File: src/rtl/pc_sequencer.sv
// Program-counter sequencer for the fetch stage: steps the PC, resolves taken
// branches through a one-cycle LUT lookup, and provides start/stall/halt control.
module pc_sequencer #(
    parameter int PC_W     = 10,
    parameter int START_PC = 0,
    parameter int RELATIVE = 1,
    parameter int CT_W     = 16
) (
    input  logic            Clk,
    input  logic            Reset,
    input  logic            Start,
    input  logic            Stall,
    input  logic            Halt,
    input  logic            BranchEn,
    input  logic            Taken,
    input  logic [2:0]      BrIdx,
    output logic [2:0]      LutAddr,
    input  logic [PC_W-1:0] LutTarget,
    output logic [PC_W-1:0] ProgCtr,
    output logic            Fetch,
    output logic            Done,
    output logic [CT_W-1:0] CycleCt
);

    typedef enum logic [1:0] {
        S_IDLE    = 2'd0,
        S_RUN     = 2'd1,
        S_BR_WAIT = 2'd2,
        S_HALT    = 2'd3
    } state_t;

    localparam logic [PC_W-1:0] START_PC_V = PC_W'(START_PC);
    localparam logic [PC_W-1:0] PC_ONE     = {{(PC_W-1){1'b0}}, 1'b1};
    localparam logic [CT_W-1:0] CT_ONE     = {{(CT_W-1){1'b0}}, 1'b1};
    localparam logic [CT_W-1:0] CT_ZERO    = {CT_W{1'b0}};
    localparam logic [CT_W-1:0] CT_MAX     = {CT_W{1'b1}};

    state_t          state_q, state_d;
    logic [PC_W-1:0] pc_q, pc_d;
    logic [2:0]      lut_q, lut_d;
    logic [CT_W-1:0] ct_q, ct_d;
    logic [CT_W-1:0] ct_sat_s;
    logic            fetch_q, done_q;

    assign ct_sat_s = (ct_q == CT_MAX) ? ct_q : (ct_q + CT_ONE);

    // Next-state logic; every register holds unless its state says otherwise.
    always_comb begin
        state_d = state_q;
        pc_d    = pc_q;
        lut_d   = lut_q;
        ct_d    = ct_q;
        case (state_q)
            S_IDLE, S_HALT: begin
                if (Start) begin
                    state_d = S_RUN;
                    pc_d    = START_PC_V;
                    ct_d    = CT_ZERO;
                end else begin
                    state_d = state_q;
                end
            end
            S_RUN: begin
                ct_d = ct_sat_s;
                if (Halt) begin
                    state_d = S_HALT;
                end else if (Stall) begin
                    state_d = S_RUN;
                end else if (BranchEn && Taken) begin
                    lut_d   = BrIdx;
                    state_d = S_BR_WAIT;
                end else begin
                    pc_d = pc_q + PC_ONE;
                end
            end
            S_BR_WAIT: begin
                // The branch always completes; control inputs are not sampled here.
                ct_d    = ct_sat_s;
                state_d = S_RUN;
                if (RELATIVE != 0) begin
                    pc_d = pc_q + LutTarget;
                end else begin
                    pc_d = LutTarget;
                end
            end
            default: begin
                state_d = S_IDLE;
            end
        endcase
    end

    // State and output registers; Fetch/Done are decoded from the next state.
    always_ff @(posedge Clk) begin
        if (Reset) begin
            state_q <= S_IDLE;
            pc_q    <= START_PC_V;
            lut_q   <= 3'd0;
            ct_q    <= CT_ZERO;
            fetch_q <= 1'b0;
            done_q  <= 1'b0;
        end else begin
            state_q <= state_d;
            pc_q    <= pc_d;
            lut_q   <= lut_d;
            ct_q    <= ct_d;
            fetch_q <= (state_d == S_RUN);
            done_q  <= (state_d == S_HALT);
        end
    end

    assign LutAddr = lut_q;
    assign ProgCtr = pc_q;
    assign Fetch   = fetch_q;
    assign Done    = done_q;
    assign CycleCt = ct_q;

endmodule

File: config.mk
export PLATFORM = sky130hd
export DESIGN_NAME = pc_sequencer
export DESIGN_NICKNAME = d
export VERILOG_FILES = /design/src/rtl/pc_sequencer.sv
export SDC_FILE = /design/constraint.sdc
export NUM_CORES = 1
export LEC_CHECK = 0
export BUFFER_PORTS_ARGS = -buffer_cell sky130_fd_sc_hd__buf_4
export CAP_MARGIN = 20
export CORE_AREA = 5 5 59 82
export DETAILED_ROUTE_END_ITERATION = 12
export DIE_AREA = 0 0 64 87
export HOLD_SLACK_MARGIN = 0.1
export PLACE_DENSITY = 0.8
export REMOVE_ABC_BUFFERS = 1
export SYNTH_ARGS = -nofsm -noshare
export SYNTH_HDL_FRONTEND = slang
export SYNTH_SLANG_ARGS = --single-unit
File: constraint.sdc
create_clock -name Clk -period 3.35 [get_ports Clk]
set_clock_uncertainty 0.05 [all_clocks]
set_input_delay 0.335 -clock Clk [delete_from_list [all_inputs] [get_ports Clk]]
set_output_delay 0.335 -clock Clk [all_outputs]
set_load 0.02 [all_outputs]
==> flow_summary.ini <==
[timing]
fmax_ghz = 0.379
setup_tns_ns = 0
period_needed_ns = 2.64
maxSlewHeadroom_pct = 56.9
fin_crit_sh_pct = 78.7
setup_violations = 0
setup_slack_ns = 0.713
worstMarginPinSlew_ns = 0.646
maxSlewViolCount = 0
hold_ws_ns = 0.232
finalHoldViolations = 0
rsz0062_at_grt = false

[yosys]
synth_seq_cells = 33
synthArstFlopShare_pct = 0
ys_top_cells_by_count = dfxtp_1 (33), nor2_1 (31), nand2_1 (17), ha_1 (12), and2_1 (11)
synthMostInstantiatedCell = dfxtp_1
synth_warnings = 0
ys_types = 57
ys_seq_area_share_pct = 32.0
yosys.area.top_type = dfxtp_1
synthCells = 240
yosysTopAreaCellShare_pct = 32.0
syn-mean-instance-area_um2 = 8.61
syn_area_um2 = 2070
synth_edf_count = 0
synth_ff_type = dfxtp_1
synthTopCellsByArea = dfxtp_1 (32%), ha_1 (7.3%), nor2_1 (5.6%)

[setup_path]
rr_endpoint = ProgCtr[9]$_SDFFE_PP0P_
crit_required_ns = 3.51
slowest_delay_ns = 0.53
cp-start-kind = flop
r2r_start = state_q[0]$_SDFF_PP0_
r2r_cells = 9
path_cells = inv_1, ha_1, and2_1, ha_1, a21o_1, o221ai_1, o41ai_2, or4b_1, a31oi_1
setup.worst_path.class = flop to flop
crit_path_frequent_cell = ha_1
rrSetupSlack_ns = 0.71
worstPathArrival_ns = 2.80
cp_slowest_cell = or4b_1
end_kind = flop
crit_fanout = 11

[floorplanning]
die_area_um2 = 5570
num_io_pins = 51
die_h_um = 87
core_um2 = 4100
initial_utilization_pct = 50.4
die_x_um = 64
rows = 28

[pwr]
p_per_area_nw_per_um2 = 379
leakage_nw = 1.19
p_total_uw = 972
vdd_ir_drop_max_mv = 0.307

[global_routing]
first_global_vias = 1823
antenna_found_initial = 0
grt_max_degree = 24
overflow = 0
grt_usage_pct = 17.8
grt_first_pass_wirelength_mm = 8.01

[clock_tree]
cts_root_buf = clkbuf_8
cts_sinks = 33
insertion_delay_ns = 0.28
cts_resized = 0
clk_path_buf_depth = 2
cts_hold_buf = 0
cts_buffers = 5
cts_tree = yes
htreeDepth = 2
post_cts_buffers = 0
clk_pin_slew_ns = 0.07

[worst_hold_path]
hold_path_depth = 3
hold_path_class = input port to flop
worstHoldStart = BrIdx[1]
holdPathEnd = LutAddr[1]$_SDFFE_PP0P_

[flow_run]
maxCapViolations = 0

[finish]
drive_gt1_share_pct = 23.2
fill_cells = 394
nNetsFinal = 322
multi_input_area_um2 = 1340
stdcell_area_um2 = 2560
antenna_cells = 0
syn_to_final_growth_pct = 24.0
regArea_um2 = 661

[drt]
ant_nets = 0
drt-total-wl_mm = 4.88
via_per_inst = 5.82
vias = 1945
first_iter_violations = 67
wl_per_cell_um = 14.6
route.detailed.drc = 0
drt_first_pass_iters = 4

[place]
port_buffers = 50
dp_slack_ns = 0.718
post_dp_cell_area_um2 = 2460
gp_congestion = 0.860
post-dp-hpwl_mm = 3.72

[status]
status = complete, no violations
logic make-up after synthesis:
group | count (synthesis) | synth area share (%)
and+or+nand+nor | 103 | 28.3
AOI/OAI and AO/OA | 56 | 20.0
DFF | 33 | 32.0
xor gates and xnor gates | 16 | 6.78
buffers and inverters | 16 | 3.33
adders and majority gates | 13 | 8.23
muxes | 3 | 1.45
cell usage in the layout (no fill, tap or decap), types with 3 or more instances in the layout:
cell type / count
a21o_1: 6
a21oi_1: 9
a22oi_1: 3
and2_1: 11
and3_1: 4
and4_1: 4
buf_4: 50
clkbuf_8: 5
dfxtp_1: 33
ha_1: 12
inv_1: 8
mux2i_1: 3
nand2_1: 17
nand2b_1: 5
nand3_1: 3
nand3b_1: 3
nor2_1: 31
nor3_1: 4
o211ai_1: 4
o21a_1: 5
o21ai_0: 7
or3_1: 4
xnor2_1: 9
xor2_1: 7
worst max-delay path: cells and delay by family (launching register included):
family	cells	cell delay, ns
and+or+nand+nor	2	0.75
AOI/OAI and AO/OA	4	0.70
buffers and inverters	1	0.05
DFF	1	0.36
adders and majority gates	2	0.67
stage by stage:
stage                     instances  utilization, %
final                           334            62.5
after detailed placement        327            60.0
after global routing            334            62.5
after global placement          327            60.0
after floorplan                 232               -
after CTS                       334            62.5
power by group:
| part | internal [mW] | switching (mW) |
|---|---|---|
| logic | 0.0758 | 0.115 |
| registers | 0.408 | 0.0129 |
| clock network | 0.216 | 0.145 |
| total | 0.700 | 0.272 |
routing by layer:
layer | part of all wire, % | vias to the layer above | global-route usage [%]
met5 | 0 | - | 0
met4 | 1.7 | 0 | 7.56
met3 | 4.4 | 10 | 4.52
met2 | 53 | 42 | 32.5
met1 | 40 | 927 | 19.0
li1 | - | 966 | -
flip-flops by register name, summed over array words and instances (netlist names):
signal and flops:
CycleCt 16, Done 1, Fetch 1, LutAddr 3, ProgCtr 10, state_q 2
worst max path at each step:
stage	startpoint	end	slack, ns	cells past startpoint
6_report	state_q[0]$_SDFF_PP0_	ProgCtr[9]$_SDFFE_PP0P_	0.71	9
5_1_grt	state_q[0]$_SDFF_PP0_	ProgCtr[9]$_SDFFE_PP0P_	0.57	9
4_1_cts	state_q[0]$_SDFF_PP0_	ProgCtr[9]$_SDFFE_PP0P_	0.72	9
3_5_place_dp	state_q[0]$_SDFF_PP0_	ProgCtr[9]$_SDFFE_PP0P_	0.72	9
3_3_place_gp	state_q[0]$_SDFF_PP0_	ProgCtr[9]$_SDFFE_PP0P_	0.84	9
2_1_floorplan	state_q[0]$_SDFF_PP0_	ProgCtr[9]$_SDFFE_PP0P_	0.99	9
layout make-up:
class / instances / share of cell area (%)
multi-input combinational: 191 / 52.2
sequential: 33 / 25.8
timing repair buffer: 50 / 14.6
clock buffer: 5 / 2.68
tap: 45 / 2.20
clock inverter: 2 / 1.37
inverter: 8 / 1.17
Power figures use the tool's default switching activity.
